## config.mk

```make
export PLATFORM = sky130hd
export DESIGN_NAME = fetch_decode_queue
export DESIGN_NICKNAME = d
export VERILOG_FILES = /design/src/rtl/fetch_decode_queue.sv
export SDC_FILE = /design/constraint.sdc
export NUM_CORES = 1
export LEC_CHECK = 0
export ABC_AREA = 1
export CORE_ASPECT_RATIO = 1.1
export CORE_MARGIN = 4
export CORE_UTILIZATION = 40
export CTS_CLUSTER_SIZE = 12
export DETAILED_ROUTE_END_ITERATION = 7
export GPL_TIMING_DRIVEN = 0
export PLACE_DENSITY = 0.63
export SLEW_MARGIN = 20
export SYNTH_ARGS = -nofsm -noshare
export SYNTH_HDL_FRONTEND = slang
export SYNTH_SLANG_ARGS = --single-unit
```

## constraint.sdc

```tcl
create_clock -name clk -period 5.3 [get_ports clk]
set_input_delay 1.06 -clock clk [delete_from_list [all_inputs] [get_ports clk]]
set_output_delay 1.06 -clock clk [all_outputs]
set_load 0.02 [all_outputs]
```

## src/rtl/fetch_decode_queue.sv

```systemverilog
// fetch_decode_queue
//   Small synchronous FIFO between instruction fetch and decode. Each entry
//   holds {pc, instr, fault}. The head is presented to decode together with
//   the 19-bit pre-decode field and a "not a 32-bit encoding" flag. A flush
//   empties the queue in one cycle on any redirect.
//
// Ports
//   clk, rst        clock, synchronous active-high reset
//   flush           discard all entries (wins over push/pop)
//   in_valid/ready  fetch-side handshake; in_pc/in_instr/in_fault payload
//   out_valid/ready decode-side handshake
//   out_pc/out_instr/out_fault   head entry, forced to 0 when empty
//   out_dec_field   {instr[31:25], instr[21:20], instr[14:12], instr[6:0]}
//   out_not32       head instr[1:0] != 2'b11, gated by out_valid
//   count           current occupancy
module fetch_decode_queue #(
  parameter int unsigned DEPTH = 4,
  parameter int unsigned XLEN  = 32
) (
  input  logic                     clk,
  input  logic                     rst,
  input  logic                     flush,
  input  logic                     in_valid,
  output logic                     in_ready,
  input  logic [XLEN-1:0]          in_pc,
  input  logic [XLEN-1:0]          in_instr,
  input  logic                     in_fault,
  output logic                     out_valid,
  input  logic                     out_ready,
  output logic [XLEN-1:0]          out_pc,
  output logic [XLEN-1:0]          out_instr,
  output logic [18:0]              out_dec_field,
  output logic                     out_fault,
  output logic                     out_not32,
  output logic [$clog2(DEPTH):0]   count
);

  localparam int unsigned AW = $clog2(DEPTH);
  localparam int unsigned CW = AW + 1;
  localparam logic [CW-1:0] FULL = CW'(DEPTH);

  logic [XLEN-1:0] pc_q    [DEPTH];
  logic [XLEN-1:0] instr_q [DEPTH];
  logic [DEPTH-1:0] fault_q;

  logic [AW-1:0] rd_ptr_q, rd_ptr_d;
  logic [AW-1:0] wr_ptr_q, wr_ptr_d;
  logic [CW-1:0] count_q, count_d;

  logic push, pop;
  logic [XLEN-1:0] head_instr;

  // Handshakes depend only on registered occupancy, so there is no
  // combinational path from out_ready to in_ready.
  assign in_ready  = (count_q != FULL);
  assign out_valid = (count_q != '0);
  assign push      = in_valid & in_ready;
  assign pop       = out_valid & out_ready;

  always_comb begin
    rd_ptr_d = rd_ptr_q;
    wr_ptr_d = wr_ptr_q;
    count_d  = count_q;
    if (flush) begin
      rd_ptr_d = '0;
      wr_ptr_d = '0;
      count_d  = '0;
    end else begin
      if (push) wr_ptr_d = wr_ptr_q + AW'(1);
      if (pop)  rd_ptr_d = rd_ptr_q + AW'(1);
      unique case ({push, pop})
        2'b10:   count_d = count_q + CW'(1);
        2'b01:   count_d = count_q - CW'(1);
        default: count_d = count_q;
      endcase
    end
  end

  always_ff @(posedge clk) begin
    if (rst) begin
      rd_ptr_q <= '0;
      wr_ptr_q <= '0;
      count_q  <= '0;
    end else begin
      rd_ptr_q <= rd_ptr_d;
      wr_ptr_q <= wr_ptr_d;
      count_q  <= count_d;
    end
  end

  // Storage is not reset; occupancy alone decides what is visible.
  always_ff @(posedge clk) begin
    if (push && !flush && !rst) begin
      pc_q[wr_ptr_q]    <= in_pc;
      instr_q[wr_ptr_q] <= in_instr;
      fault_q[wr_ptr_q] <= in_fault;
    end
  end

  // Empty queue drives zeros so a stale head never reaches decode.
  assign out_pc     = out_valid ? pc_q[rd_ptr_q]    : '0;
  assign head_instr = out_valid ? instr_q[rd_ptr_q] : '0;
  assign out_instr  = head_instr;
  assign out_fault  = out_valid & fault_q[rd_ptr_q];
  assign out_not32  = out_valid & (head_instr[1:0] != 2'b11);
  assign out_dec_field = {head_instr[31:25], head_instr[21:20],
                          head_instr[14:12], head_instr[6:0]};
  assign count      = count_q;

  a_count_max : assert property (@(posedge clk) disable iff (rst)
    count_q <= FULL);
  a_no_pop_empty : assert property (@(posedge clk) disable iff (rst)
    !(pop && count_q == '0));
  a_no_push_full : assert property (@(posedge clk) disable iff (rst)
    !(push && count_q == FULL));
  a_ptr_count : assert property (@(posedge clk) disable iff (rst)
    (wr_ptr_q - rd_ptr_q) == count_q[AW-1:0]);

endmodule

```

==> results.md <==
Run status:
- The flow ran to the end, and the final reports show no timing, DRC or antenna violations.

Critical path:
- At the worst endpoint, the arrival time is 2.68 ns.
- Of all nets on the critical path, the largest fanout is 10.
- The signal on the critical path passes through inv_2, buf_4, clkbuf_1, o21ai_0, a21oi_1, buf_4, clkdlybuf4s50_1.
- STA classifies the critical path startpoint as a register.
- The critical setup path kind is register to primary output.
- The top cell family by delay on the critical path is buffers and inverters.
- The standard cell with the maximum stage delay on the critical path is clkdlybuf4s50_1.
- Together, buffers and inverters on the worst path number 5.
- STA classifies the critical path endpoint as a primary output.
- On the worst path, the slowest cell contributes a delay of a little under 0.6 ns.
- In this design, the critical path's most frequently occurring cell is buf_4.
- Data on the critical path is required at its endpoint by ~4.2 ns.

Place:
- The wire-length estimate of the detail-placed layout is 15,950 um.
- The number of port buffers is 159.
- The weighted congestion reported at the end of routability-driven placement is 0.7021.
- The post-placement cell area is about 13,000 um^2.

Yosys:
- The number of distinct standard cells referenced by the synthesized netlist is 20.
- By area, the combinational part of the netlist is dominated by simple AND/OR/NAND/NOR gates.
- The number of register bits inferred by synthesis is around 270.
- The synthesized netlist devotes 9.181% of its cell area to compound gates.
- The mean cell area of the mapped netlist is around 12 um^2.
- The number of nets handed over by synthesis was 936.
- The simple-gate share of the synthesized area is 10.73%.
- The Yosys warning count is 0.
- The combined area of all synthesized cells is 10,740 um^2.
- The adder-cell area share of the yosys netlist is 0.7690%.
- After synthesis, flip-flops and latches occupy between 70% and 80% of the total area.
- By area the synthesized netlist is led by edfxtp_1 (73%), nor2_1 (9.5%), o21ai_0 (5.7%).
- The xor/xnor cell area share of the yosys netlist is 0%.
- The largest area contributor in the synthesized netlist is edfxtp_1.
- The mux share of post-synthesis cell area is 0%.
- Counting every instance in the synthesized netlist gives 860.
- The fraction of synthesized cell area taken by the top area cell type is 72.70%.

Hold path:
- The class of the worst hold path is register to register.

Power:
- Dividing total power by cell area gives a power density of 328.0 nW/um^2.
- In this run the static leakage power is 4.744 nW.
- The worst-case IR drop observed on VDD is 0.0002379 V.

CTS:
- The number of levels the H-tree was split into is 1.
- In this run, post-CTS hold repair placed 0 buffers.
- The longest clock path from root to sink contains 3 buffers.
- Clock-pin slew was measured on the worst setup and hold paths at 0.06 ns.
- The sink count of the clock tree is 269.
- Clock latency on the worst-skew pair, taken at its later pin, is between 0.5 and 0.6 ns.
- The buffer cell driving the clock tree root is clkbuf_16.
- The total setup buffers inserted after CTS is 0.
- The CTS buffer count is 27.
- The CTS tree is built.
- The number of gates resized after CTS was 0.

Floorplan:
- 160 I/O pins were placed.
- The effective utilization at floorplan is 40.84%.
- The horizontal die dimension is approximately 160 um.
- The region available for standard cell placement spans 26,300 um^2.
- The die covers 29,540 um^2.
- The die is 179.9 um tall.
- The number of standard-cell rows in the floorplan is just over 60.

STA:
- The setup total negative slack is 0 ns.
- The final count of hold timing violations was 0.
- Final hold analysis gives a worst-case slack of 0.4993 ns.
- At the pin with the least slew margin, the transition time is 0.5507 ns.
- Across the routed clock network, the largest skew measured is 0.009713 ns.
- The top achievable clock speed is 267.0 MHz.
- The worst pin sits at a relative slew slack of 63.29%.
- The portion of the clock cycle consumed by the worst path in the final layout is 70.66%.
- The final-report setup violation count is 0.
- After layout, the minimum clock period comes to about 3.7 ns.
- The number of max-slew violations in the final report is 0.
- Setup repair after global routing left no endpoint under its margin.

Finish:
- After the last flow step, the layout net total stands at 1,136.
- The top cell types in the final layout, fill and taps aside, are nor2_1 (267), edfxtp_1 (260), clkdlybuf4s50_1 (159), o21ai_0 (122), a21oi_1 (65).
- The post-synthesis to final-layout area growth is 29.02%.
- Fill cells in the final layout number 2,213.
- Leaving out fill and tap cells, the most frequent cell in the layout is nor2_1.
- In the final layout, the share of cells above drive strength 1 is 9.506%.
- The area of the multi-input gates is approximately 2300 um^2.
- The number of antenna diodes in the final layout is 0.
- The register area is around 8000 um^2.
- The cell area after layout is 13,860 um^2.

Drt:
- The detailed-route wire length is 24,940 um.
- The via count of the routed design is around 6,900.
- The DRC marker count from the first detailed-route iteration is between 400 and 500.
- The number of nets with antenna violations after routing is 0.
- The routed length per placed instance is 17.50 um.
- The via count normalized by instance count is 4.858.
- The DRC violations left is 0.
- The first TritonRoute pass finished after 5 iterations.

Global routing:
- The first global-routing pass estimated 38,720 um of wire.
- Entering global routing, the biggest net connects 24 pins.
- In the global route stage, overall resource usage came out at 16.68%.
- The total overflow left after global routing is 0.
- The via count of the first global-routing pass is 7,045.
- The number of antenna violations at the first check in global routing is 2.

Run:
- The reported max-cap violation count is 0.
==> per-layer routing <==
layer,vias to the layer above,wire length (um),GRT usage (%)
met2,163,12460,29.01
li1,3393,-,-
met5,-,28,0
met1,3324,10690,22.10
met4,4,429,3.356
met3,39,1326,2.771
==> sequential cells by signal, indices dropped and copies added, names as in the netlist, named ones only <==
register	cells
fault_q	4
pc_q	128
wr_ptr_q	2
instr_q	128
count	3
rd_ptr_q	2
==> through the flow <==
| step | power, mW | instances | util, % | worst slack, ns |
|---|---|---|---|---|
| global route | 4.714 | 1425 | 52.69 | 1.333 |
| floorplan | 2.620 | 860 | - | 0.5409 |
| finish | 4.545 | 1425 | 52.69 | 1.555 |
| CTS | 4.593 | 1425 | 52.69 | 1.471 |
| detailed placement | 2.862 | 1383 | 49.69 | 1.617 |
| global placement | 2.853 | 1371 | 48.56 | -2.466 |
==> report_power, final <==
group	internal [mW]	switching [mW]	total (mW)
clock network	1.02	0.716	1.73
registers	2.36	0.00710	2.37
logic	0.202	0.246	0.448
==> cells in the mapped netlist (all sizes together) <==
master / count
edfxtp: 260
dfxtp: 9
nor2: 271
buf: 56
nand3: 7
a21boi: 2
a21oi: 65
nand2: 24
ha: 5
nand3b: 1
inv: 19
o21ai: 129
fa: 1
clkbuf: 11
==> logic make-up (layout without fill, tap and decap cells) <==
group | count (synthesis) | after routing
AO/OA/AOI/OAI | 196 | 196
adder cells (fa/ha/maj) | 6 | 6
buffers and inverters | 86 | 299
flip-flops | 269 | 269
AND/OR/NAND/NOR | 303 | 303
==> path summary, 6_finish.rpt <==
| path | from | end | slack (ns) | cells after the start |
|---|---|---|---|---|
| setup / recovery | register | out_instr[28] | 1.56 | 7 |
| hold / removal | count[0] | count[0] | 0.50 | 1 |
| setup reg to reg | count[0] | instr_q[2][4] | 2.79 | 6 |
| hold reg to reg | count[0] | count[0] | 0.50 | 1 |
==> cell type report <==
cell class	count	share of cell area [%]
Sequential cell	269	57.65
Clock buffer	39	5.418
Timing Repair Buffer	171	13.40
Buffer	67	3.314
Multi-Input combinational cell	505	16.25
Tap cell	352	3.179
Inverter	19	0.5147
Clock inverter	3	0.2799
==> worst register-to-register path, cell delays in order, from the launching register on <==
cell	delay, ns
dfxtp_1	0.38
nor2_1	0.10
a21boi_0	0.41
nand2_1	0.35
nor2_4	0.49
buf_12	0.25
buf_12	0.22
No activity file was read; power rests on OpenSTA's default activity.
